## config.mk

```make
export PLATFORM = sky130hd
export DESIGN_NAME = vga_sprite_physics
export DESIGN_NICKNAME = d
export VERILOG_FILES = /design/src/rtl/vga_sprite_physics.sv
export SDC_FILE = /design/constraint.sdc
export NUM_CORES = 1
export LEC_CHECK = 0
export BUFFER_PORTS_ARGS = -buffer_cell sky130_fd_sc_hd__buf_2
export CAP_MARGIN = 20
export CORE_MARGIN = 4
export CORE_UTILIZATION = 35
export CTS_BUF_LIST = sky130_fd_sc_hd__clkbuf_16
export DETAILED_ROUTE_END_ITERATION = 16
export PLACE_DENSITY_LB_ADDON = 0.15
export SYNTH_ARGS = -nofsm -noshare
export SYNTH_HDL_FRONTEND = slang
export SYNTH_SLANG_ARGS = --single-unit
```

## constraint.sdc

```tcl
create_clock -name clk -period 4.6 [get_ports clk]
set_clock_uncertainty 0.15 [all_clocks]
set_input_delay 0.23 -clock clk [delete_from_list [all_inputs] [get_ports clk]]
set_output_delay 0.23 -clock clk [all_outputs]
set_load 0.005 [all_outputs]
```

## src/rtl/vga_sprite_physics.sv

```systemverilog
// rtl/vga_sprite_physics.sv - player sprite with frame-synchronous motion, jump/gravity FSM and prioritised pixel colour
// All motion is committed on the registered frame strobe; rgb is purely combinational from the current scan position.
module vga_sprite_physics #(
  parameter int SPRITE_W    = 40,
  parameter int SPRITE_H    = 40,
  parameter int X_MIN       = 144,
  parameter int X_MAX       = 783,
  parameter int X_INIT      = 340,
  parameter int FLOOR_Y     = 320,
  parameter int MOVE_STEP   = 4,
  parameter int JUMP_V      = 15,
  parameter int MAX_FALL    = 16,
  parameter int GRAVITY_DIV = 2,
  parameter int FRAME_LINE  = 515,
  parameter int BOX_X0      = 250,
  parameter int BOX_X1      = 700,
  parameter int BOX_Y0      = 200,
  parameter int BOX_Y1      = 350,
  parameter logic [11:0] C_BLANK  = 12'h0F0,
  parameter logic [11:0] C_SPRITE = 12'h000,
  parameter logic [11:0] C_BOX    = 12'hEA7,
  parameter logic [11:0] C_BG     = 12'hE83
) (
  input  logic        clk,
  input  logic        reset,
  input  logic        bright,
  input  logic        up,
  input  logic        down,
  input  logic        left,
  input  logic        right,
  input  logic [9:0]  hCount,
  input  logic [9:0]  vCount,
  output logic [11:0] rgb,
  output logic [15:0] score,
  output logic [9:0]  sprite_x,
  output logic [9:0]  sprite_y,
  output logic        airborne
);

  typedef enum logic [1:0] {S_GROUND, S_RISE, S_FALL} state_t;

  localparam logic signed [10:0] L_X_LO  = 11'(X_MIN);
  localparam logic signed [10:0] L_X_HI  = 11'(X_MAX - SPRITE_W + 1);
  localparam logic signed [10:0] L_STEP  = 11'(MOVE_STEP);
  localparam logic signed [10:0] L_FLOOR = 11'(FLOOR_Y);
  localparam logic signed [5:0]  L_JUMP  = 6'(JUMP_V);
  localparam logic signed [5:0]  L_NEG_MAX = 6'(-MAX_FALL);
  localparam logic [7:0]         L_GDIV_M1 = 8'(GRAVITY_DIV - 1);

  state_t             r_state, w_state_next;
  logic [9:0]         r_x, r_y, w_x_n, w_y_n, w_x_clamped;
  logic signed [5:0]  r_vel, w_vel_n, w_vel_grav, w_vel_air;
  logic [7:0]         r_grav_cnt, w_cnt_n, w_cnt_grav;
  logic [15:0]        r_score;
  logic               r_jump_pend, r_frame_cond_d, r_tick, w_frame_cond, w_score_inc;
  logic signed [10:0] w_x_ext, w_x_step, w_y_next;
  logic               w_sprite_hit, w_box_hit;

  assign w_frame_cond = (hCount == 10'd0) && (vCount == 10'(FRAME_LINE));

  always_ff @(posedge clk or posedge reset) begin
    if (reset) begin
      r_frame_cond_d <= 1'b0;
      r_tick         <= 1'b0;
    end else begin
      r_frame_cond_d <= w_frame_cond;
      r_tick         <= w_frame_cond & ~r_frame_cond_d;
    end
  end

  // Horizontal step and gravity candidates, evaluated every clk but only committed on r_tick.
  always_comb begin
    w_x_ext  = {1'b0, r_x};
    w_x_step = w_x_ext;
    if (right && !left)      w_x_step = w_x_ext + L_STEP;
    else if (left && !right) w_x_step = w_x_ext - L_STEP;
    if (w_x_step < L_X_LO)      w_x_clamped = L_X_LO[9:0];
    else if (w_x_step > L_X_HI) w_x_clamped = L_X_HI[9:0];
    else                        w_x_clamped = w_x_step[9:0];
    w_y_next   = $signed({1'b0, r_y}) - $signed({{5{r_vel[5]}}, r_vel});
    w_cnt_grav = (r_grav_cnt == L_GDIV_M1) ? 8'd0 : r_grav_cnt + 8'd1;
    w_vel_grav = r_vel;
    if (r_grav_cnt == L_GDIV_M1)
      w_vel_grav = (r_vel > L_NEG_MAX) ? r_vel - 6'sd1 : L_NEG_MAX;
    w_vel_air = down ? L_NEG_MAX : w_vel_grav;
  end

  always_ff @(posedge clk or posedge reset) begin
    if (reset) r_state <= S_GROUND;
    else       r_state <= w_state_next;
  end

  always_comb begin
    w_state_next = r_state;
    w_x_n        = r_tick ? w_x_clamped : r_x;
    w_y_n        = r_y;
    w_vel_n      = r_vel;
    w_cnt_n      = r_grav_cnt;
    w_score_inc  = 1'b0;
    if (r_tick) begin
      case (r_state)
        S_GROUND: begin
          if (r_jump_pend) begin
            w_vel_n      = L_JUMP;
            w_cnt_n      = 8'd0;
            w_state_next = S_RISE;
          end
        end
        S_RISE, S_FALL: begin
          if (r_state == S_FALL && w_y_next >= L_FLOOR) begin
            w_y_n        = L_FLOOR[9:0];
            w_vel_n      = 6'sd0;
            w_score_inc  = 1'b1;
            w_state_next = S_GROUND;
          end else begin
            w_y_n   = w_y_next[9:0];
            w_vel_n = w_vel_air;
            w_cnt_n = w_cnt_grav;
            if (w_y_next < 11'sd0) begin
              w_y_n        = 10'd0;
              w_vel_n      = 6'sd0;
              w_state_next = S_FALL;
            end else if (r_state == S_RISE && w_vel_air <= 6'sd0) begin
              w_state_next = S_FALL;
            end
          end
        end
        default: w_state_next = S_GROUND;
      endcase
    end
  end

  always_ff @(posedge clk or posedge reset) begin
    if (reset) begin
      r_x         <= 10'(X_INIT);
      r_y         <= 10'(FLOOR_Y);
      r_vel       <= 6'sd0;
      r_grav_cnt  <= 8'd0;
      r_score     <= 16'd0;
      r_jump_pend <= 1'b0;
    end else begin
      r_x        <= w_x_n;
      r_y        <= w_y_n;
      r_vel      <= w_vel_n;
      r_grav_cnt <= w_cnt_n;
      if (w_score_inc && r_score != 16'hFFFF) r_score <= r_score + 16'd1;
      if (r_state != S_GROUND) r_jump_pend <= 1'b0;
      else if (up)             r_jump_pend <= 1'b1;
      else if (r_tick)         r_jump_pend <= 1'b0;
    end
  end

  always_comb begin
    w_sprite_hit = ({1'b0, hCount} >= {1'b0, r_x}) && ({1'b0, hCount} <= {1'b0, r_x} + 11'(SPRITE_W - 1)) &&
                   ({1'b0, vCount} >= {1'b0, r_y}) && ({1'b0, vCount} <= {1'b0, r_y} + 11'(SPRITE_H - 1));
    w_box_hit    = (hCount >= 10'(BOX_X0)) && (hCount <= 10'(BOX_X1)) &&
                   (vCount >= 10'(BOX_Y0)) && (vCount <= 10'(BOX_Y1));
    airborne = (r_state != S_GROUND);
    if (!bright)           rgb = C_BLANK;
    else if (w_sprite_hit) rgb = C_SPRITE;
    else if (w_box_hit)    rgb = C_BOX;
    else                   rgb = C_BG;
  end

  assign sprite_x = r_x;
  assign sprite_y = r_y;
  assign score    = r_score;

endmodule

```

==> results of run 1 <==
-- worst reg2reg max path, stage by stage, from the launching register on --
cell	delay [ns]
sky130_fd_sc_hd__dfrtp_1	0.42
sky130_fd_sc_hd__inv_1	0.13
sky130_fd_sc_hd__ha_1	0.17
sky130_fd_sc_hd__inv_1	0.05
sky130_fd_sc_hd__fa_1	0.40
sky130_fd_sc_hd__a21o_1	0.19
sky130_fd_sc_hd__a221oi_1	0.60
sky130_fd_sc_hd__xnor2_1	0.18
sky130_fd_sc_hd__o21ba_2	0.29
sky130_fd_sc_hd__o21a_1	0.17
sky130_fd_sc_hd__o31ai_2	0.08
sky130_fd_sc_hd__buf_4	0.22
sky130_fd_sc_hd__or4_1	0.50
sky130_fd_sc_hd__nand3_1	0.10
-- registers in the layout (all words and copies together) (netlist names) --
register,count
sprite_x,8
score,16
r_jump_pend,1
r_frame_cond_d,1
r_state,2
r_tick,1
sprite_y,10
r_vel,6
r_grav_cnt,8
-- layout by cell type (no fill, tap or decap), types with 4 or more instances in the layout --
cell type                    n
sky130_fd_sc_hd__a21o_1     10
sky130_fd_sc_hd__inv_2       4
sky130_fd_sc_hd__nor4_1      5
sky130_fd_sc_hd__xnor2_1    40
sky130_fd_sc_hd__clkbuf_16   5
sky130_fd_sc_hd__o21a_1      9
sky130_fd_sc_hd__a21oi_1    25
sky130_fd_sc_hd__inv_1      37
sky130_fd_sc_hd__o21ai_0    11
sky130_fd_sc_hd__and3_1     10
sky130_fd_sc_hd__nand2_1    46
sky130_fd_sc_hd__nand4_1    14
sky130_fd_sc_hd__and2_1      6
sky130_fd_sc_hd__nor3_1     11
sky130_fd_sc_hd__o31ai_1    14
sky130_fd_sc_hd__conb_1      4
sky130_fd_sc_hd__o21ai_1    19
sky130_fd_sc_hd__ha_1       57
sky130_fd_sc_hd__a2bb2oi_1   5
sky130_fd_sc_hd__o22ai_1     4
sky130_fd_sc_hd__buf_2      71
sky130_fd_sc_hd__nand2b_1   10
sky130_fd_sc_hd__or3_1       9
sky130_fd_sc_hd__nand3_1    25
sky130_fd_sc_hd__nor2_1     23
sky130_fd_sc_hd__or4_1       6
sky130_fd_sc_hd__buf_4       5
sky130_fd_sc_hd__nor2b_1     7
sky130_fd_sc_hd__o2bb2ai_1   5
sky130_fd_sc_hd__dfrtp_1    47
sky130_fd_sc_hd__dfstp_2     6
sky130_fd_sc_hd__o41ai_1     4
sky130_fd_sc_hd__a22o_1      4
-- through the flow --
step	instances	worst slack, ns	hold WS [ns]
2_1_floorplan	563	1.237	0.2066
3_3_place_gp	789	1.029	-0.02219
3_5_place_dp	789	0.9143	-0.01751
4_1_cts	798	0.8851	0.04387
5_1_grt	798	0.6827	0.05571
6_report	798	0.8858	0.04072
-- cell type report --
| cell class | instances | share of cell area [%] |
|---|---|---|
| clock inverter | 3 | 0.2526 |
| inverter | 41 | 2.824 |
| sequential | 53 | 24.48 |
| timing repair buffer | 77 | 7.394 |
| tap | 176 | 4.041 |
| clock buffer | 5 | 2.296 |
| multi-input combinational | 443 | 58.71 |
-- final timing paths --
path | startpoint | endpoint | depth (start not counted)
worst max-delay path | sprite_y[0]$_DFFE_PP0P_ | r_grav_cnt[4]$_DFFE_PP0P_ | 13
worst min-delay path | up | r_jump_pend$_DFFE_PP0P_ | 3
worst max register to register | sprite_y[0]$_DFFE_PP0P_ | r_grav_cnt[4]$_DFFE_PP0P_ | 13
worst min register to register | r_frame_cond_d$_DFF_PP0_ | r_tick$_DFF_PP0_ | 1
max in group asynchronous | reset | r_vel[5]$_DFFE_PP0P_ | 4
min in group asynchronous | reset | score[12]$_DFFE_PP0P_ | 3
-- per-layer routing --
layer,share of wire (%),vias up,GRT usage (%)
li1,-,2176,-
met1,47,2040,20.65
met2,46,116,26.54
met3,5.3,18,2.772
met4,1.7,0,3.954
met5,0,-,0
-- cells by family after synthesis --
family / Yosys count / share of synthesized area, %
AO/OA/AOI/OAI: 145 / 21.17
AND/OR/NAND/NOR: 189 / 21.07
adder cells (fa/ha/maj): 58 / 15.24
other: 1 / 0.07795
XOR/XNOR: 43 / 7.829
buffers and inverters: 67 / 6.007
flip-flops: 53 / 27.72
multiplexers: 4 / 0.8842
-- power breakdown --
part           internal [mW]  leakage (nW)  switching [mW]
logic                 0.0389          1.71          0.0548
registers              0.467         0.675        0.000518
clock network          0.198        0.0748           0.166
total                  0.704          2.46           0.222
==> flow_results.org, run 1 <==
** STA
- Max Clock Freq :: 269.2 MHz
- Final critical-path required period :: 3.714 ns
- Unrepaired setup endpoints after global routing :: no
- The total count of max-transition violations in the final report is 0.
- Adding up every negative setup slack in the final design gives 0 ns.
- Relative slew slack :: 54.03%
- Setup violations, final :: 0
- Fraction of the cycle the final worst path needs :: 80.74%
- Count of endpoints failing hold in the final timing report :: 0
- Worst slew pin tran :: 0.6896 ns

** Clock tree
- Reg clk slew, reported paths :: 0.07 ns
- The H-tree was split into 2 levels.
- CTS tree :: yes
- The number of hold buffers added after CTS was 1.
- After clock tree synthesis, the setup repair step added 0 buffers.
- Worst skew pair latency :: 0.29 ns
- Cts bufs inserted :: 5
- Worst-case clock buffer depth :: 2
- Cell at the root of the clock tree :: sky130_fd_sc_hd__clkbuf_16
- Clock tree synthesis found a total of 53 sinks.
- Quantity of gates resized following cts :: 0

** Cells and area
- Filler cells :: 1373
- Reg area :: 1334 um2
- The repair_antennas step left the layout with diodes totalling 0.
- Layout Area Growth over Synthesis :: 13.26%
- Final std cell area, no fill :: 5449 um2
- Area of combinational cells with multiple inputs :: 3199 um2
- Utilization after layout :: 40.82%
- After the last flow step, the layout net total stands at 706.
- Fraction of layout cells with a size suffix above 1 :: 16.88%

** Routing
- The first routing iteration left 305 violations.
- First-pass DRT Iterations :: 5
- Via count normalized by instance count :: 5.451
- The routed layout has 4350 vias.
- Total Wirelength :: 12190 um
- In the final routed layout, each cell accounts on average for 15.28 um.
- Final antenna-violating net count :: 0
- Detailed-route DRC error count :: 0

** GRT
- Maximum number of pins on one net before global-route repair :: 47
- The first global-routing pass estimated 20890 um of wire.
- The initial antenna violation count was 0.
- Vias in the first global route :: 4288
- Summed over all layers, the global routing overflow is 0.
- Overall fraction of global-route tracks in use :: 15.62%

** Setup path
- Along the worst path, the maximum fanout reaches 16.
- Total buffers and inverters traversed by the critical path :: 3
- Crit path max-delay family :: compound AO/OA/AOI/OAI gates
- STA classifies the critical path startpoint as a flip-flop.
- The worst setup path is captured at a flip-flop.
- Cell-by-cell listing of the critical path :: inv_1 > ha_1 > inv_1 > fa_1 > a21o_1 > a221oi_1 > xnor2_1 > o21ba_2 > o21a_1 > o31ai_2 > buf_4 > or4_1 > nand3_1
- Worst setup path category :: reg -> reg
- Setup slack on the worst reg-to-reg path comes out at 0.89 ns.
- The slowest stage of the critical path belongs to the cell sky130_fd_sc_hd__a221oi_1.
- Most used cell along the critical path :: sky130_fd_sc_hd__inv_1
- Worst Path Required :: 4.68 ns
- Worst Path Arrival :: 3.79 ns
- On the worst path, the slowest cell contributes a delay of 0.60 ns.

** Floorplanning
- From bottom edge to top edge, the die measures 125.2 um.
- For this configuration, the core starts out at a cell density of 36.04%.
- Number of primary I/O pins :: 76
- Die width :: 125.2 um
- The total area inside the core boundary comes to 13350 um2.
- Full die area :: 15690 um2
- In this run the core area contains 42 standard-cell rows.

** Placement
- The wire-length estimate of the detail-placed layout is 9749 um.
- In this run the tool buffered the top-level ports with 71 buffer cells.
- Placement-stage cell area :: 5300 um2
- Gpl congestion :: 0.9086

** Synth
- Sequential-to-total area share from yosys stat :: 27.72%
- After synthesis the netlist holds a flip-flop and latch count of 53.
- sky130_fd_sc_hd__ha_1 is the most common cell in the netlist.
- Counting flops with a built-in enable in the synthesized netlist gives 0.
- Synthesis produced a netlist whose cell count is 560.
- Most frequently used flop master after synthesis :: sky130_fd_sc_hd__dfrtp_1
- In the post-synthesis netlist, the biggest area contributors are sky130_fd_sc_hd__dfrtp_1 24%, sky130_fd_sc_hd__ha_1 15%, sky130_fd_sc_hd__xnor2_1 7.3%.
- Synth Area per Inst :: 8.591 um2
- For this run, the number of Yosys warnings is 0.
- Synth cell count leaders :: 57 x sky130_fd_sc_hd__ha_1, 47 x sky130_fd_sc_hd__dfrtp_1, 46 x sky130_fd_sc_hd__nand2_1
- Share of flip-flops with an asynchronous set or reset :: 100.0%
- Yosys top cell area share :: 24.45%
- The synthesized design spends more area on one cell type than any other, namely sky130_fd_sc_hd__dfrtp_1.
- Counting distinct cell types in the post-synthesis netlist gives 76.
- Area of the mapped netlist :: 4811 um2

** Pwr
- Total design power :: 925.2 uW
- PwrDens :: 169.8 nW/um2
- In this run the static leakage power is 2.460 nW.
- Largest voltage drop on the vdd net :: 0.1501 mV

** Flow run
- The tool flagged a number of max-cap violations equal to 0.

** Hold path
- The min-delay analysis places its worst path in the category in -> reg.

** Status
- The run finished with clean final reports.
Power figures use the tool's default switching activity.
==> run 2: changes to the inputs <==
==> constraint.sdc (replaced) <==
create_clock -name clk -period 3.2 [get_ports clk]
set_clock_uncertainty 0.15 [all_clocks]
set_input_delay 0.16 -clock clk [delete_from_list [all_inputs] [get_ports clk]]
set_output_delay 0.16 -clock clk [all_outputs]
set_load 0.005 [all_outputs]
==> flow_results.org, run 2 (synthesized netlist as in run 1, its figures left out) <==
** Placement
- The routability-driven placement congestion ratio was 0.8425 (-7.3%).
- The pre-CTS worst setup slack came to -0.07384 ns (-0.9881 ns).
- The cell area after placement is 5514 um2 (+4.0%).
- The count of buffers from port buffering was 71 (unchanged).
- Post-DP HPWL :: 10180 um (+4.4%)

** GRT
- Congestion Overflow GR :: 0 (unchanged)
- First-pass GRT wire length :: 22110 um (+5.8%)
- The total global-route track usage was 16.44% (+0.81 points).
- Initial antenna violation count :: 0 (unchanged)
- The pin count of the biggest net entering global routing came to 41 (-13%).
- The number of global-route vias before repair was 4533 (+5.7%).

** Clock tree
- The number of clock sinks is 53 (unchanged).
- CTS tree :: yes
- The tree is rooted in a sky130_fd_sc_hd__clkbuf_16.
- Reg clk slew, reported paths :: 0.08 ns (about the same)
- H-tree lvl count :: 2 (unchanged)
- The insertion delay to the later sink of the worst-skew pair is 0.30 ns (about the same).
- Worst-case clock buffer depth :: 2 (unchanged)
- The clock buffer count from CTS was 5 (unchanged).

** STA
- Relative slew slack :: 59.65% (+5.6 points)
- Final critical-path required period :: 3.278 ns
- Count of endpoints failing hold in the final timing report :: 0 (unchanged)
- The setup slack after layout came to -0.07765 ns (-0.9635 ns).
- Fraction of the cycle the final worst path needs :: 102.4%
- Max Clock Freq :: 305.1 MHz
- Aggregate negative setup slack :: -0.4525 ns (-0.4525 ns)
- Final Slew Violations :: 0 (unchanged)
- Setup violations, final :: 8 (+8)
- Setup repair after global routing could not meet its margin everywhere.
- The actual slew at the worst max-slew pin came to 0.6037 ns (-0.08590 ns).

** Routing
- First-pass DRT Iterations :: 4 (-1)
- The post-detailed-routing wire length came to 13210 um (+8.4%).
- The residual antenna-violating net count after detailed routing was 0 (unchanged).
- The iteration-0 DRC count of the detailed router came to 208 (-32%).
- The via density per instance was 5.387 (-1.2%).
- Detailed-route DRC error count :: 0 (unchanged)
- WL per Instance :: 15.67 um (+2.6%)
- The routed via count is 4541 (+4.4%).

** Setup path
- The worst setup path is of the reg -> out kind.
- STA classifies the critical path startpoint as a flip-flop.
- Crit. End Element :: output pin
- The required arrival time at the worst endpoint came to 2.89 ns (-1.79 ns).
- The maximum fanout encountered on the critical timing path came to 9 (-7).
- The critical path arrival came to 2.97 ns (-0.82 ns).

** Cells and area
- Top library cells by usage in the layout, fill and taps aside :: 71 x sky130_fd_sc_hd__buf_2, 52 x sky130_fd_sc_hd__ha_1, 43 x sky130_fd_sc_hd__nand2_1, 43 x sky130_fd_sc_hd__buf_4, 42 x sky130_fd_sc_hd__dfrtp_1
- Antenna cell count :: 0 (unchanged)
- Final std cell area, no fill :: 6070 um2 (+11%)
- Leaving out fill and tap cells, the most frequent cell in the layout is sky130_fd_sc_hd__buf_2.
- Fraction of layout cells with a size suffix above 1 :: 29.24% (+12 points)
- The area growth from synthesis to layout is 26.16%.
- The number of nets in the layout came to 751 (+6.4%).
- Largest register FFs :: 16 (unchanged)
- The total of fill cells in the finished design is 1339 (-2.5%).

** Status
- Run status :: finished, violations left
- The checks that failed: setup timing.

** Pwr
- The leakage power summed over all cells is 2.730 nW (+11%).
- The peak supply drop came to 0.2020 mV (+35%).
- PwrDens :: 227.1 nW/um2 (+34%)

** Floorplanning
- Die width :: 125.2 um (unchanged)
- Core region area :: 13350 um2 (unchanged)
- The full die area is 15690 um2 (unchanged).
- The starting density of the core came to 36.04% (unchanged).
- The number of primary I/O pins is 76 (unchanged).
- Number of cell rows :: 42 (unchanged)
- Y dimension of the die :: 125.2 um (unchanged)

** Flow run
- The max-capacitance violation count was 0 (unchanged).

** Hold path
- The min-delay analysis places its worst path in the category in -> reg.
## run 2: through the flow
step | hold slack (ns) | utilization, % | instances | power (mW)
floorplan | 0.1366 | - | 563 | 0.7699
detailed placement | -0.01387 | 41.31 | 815 | 0.8198
finish | 0.04186 | 45.47 | 843 | 1.378
global placement | -0.02137 | 41.31 | 815 | 0.8167
CTS | 0.03910 | 43.45 | 831 | 1.397
global route | 0.08329 | 45.47 | 843 | 1.438
## run 2: worst max-delay path, cell delays in order (launching register included)
cell                        delay (ns)
sky130_fd_sc_hd__dfstp_2          0.65
sky130_fd_sc_hd__and3_4           0.23
sky130_fd_sc_hd__o21ai_2          0.06
sky130_fd_sc_hd__xnor2_1          0.14
sky130_fd_sc_hd__ha_2             0.33
sky130_fd_sc_hd__nand4b_1         0.13
sky130_fd_sc_hd__or3_4            0.42
sky130_fd_sc_hd__o21ai_2          0.07
sky130_fd_sc_hd__o32a_1           0.17
sky130_fd_sc_hd__nand4_1          0.16
sky130_fd_sc_hd__o2111ai_2        0.12
sky130_fd_sc_hd__nand2_1          0.06
sky130_fd_sc_hd__buf_2            0.13
## run 2: repair_timing
action / 4_1_cts / 5_1_grt
buffers inserted: 6 / 12
pin swaps: 8 / 19
endpoints found under the hold margin: 14 / 0
gates cloned: 0 / 0
endpoints found under the setup margin: 16 / 43
resized for setup: 18 / 39
hold buffers: 2 / 0
## run 2: metal layers
metal	GRT usage, %	share of wire [%]	vias up
met5	0	0	-
met4	4.273	1.9	0
met3	2.516	5.0	21
met2	27.24	46	120
met1	22.49	47	2139
li1	-	-	2261
## run 2: final timing paths
kind / start / endpoint / slack (ns) / cells past startpoint
min: hCount[0] / r_frame_cond_d$_DFF_PP0_ / 0.04 / 3
max reg2reg: sprite_y[0]$_DFFE_PP0P_ / r_grav_cnt[4]$_DFFE_PP0P_ / 0.08 / 14
min in group asynchronous: reset / score[12]$_DFFE_PP0P_ / 0.21 / 3
max: sprite_x[4]$_DFFE_PP1P_ / rgb[5] / -0.08 / 12
min reg2reg: r_frame_cond_d$_DFF_PP0_ / r_tick$_DFF_PP0_ / 0.27 / 1
max in group asynchronous: reset / sprite_y[1]$_DFFE_PP0P_ / 1.82 / 4
## run 2: cell type report
type / instances / area [um2] / area share [%]
clock buffers: 5 / 125.1 / 2.061
clock inverters: 3 / 22.52 / 0.3711
inverters: 41 / 153.9 / 2.536
multi-input cells: 443 / 3433 / 56.57
flip-flops and latches: 53 / 1340 / 22.08
well taps: 176 / 220.2 / 3.628
repair buffers: 122 / 774.5 / 12.76
## run 2: where the power goes
part,internal (mW),switching [mW]
logic,0.0596,0.0842
registers,0.670,0.000800
clock network,0.293,0.271
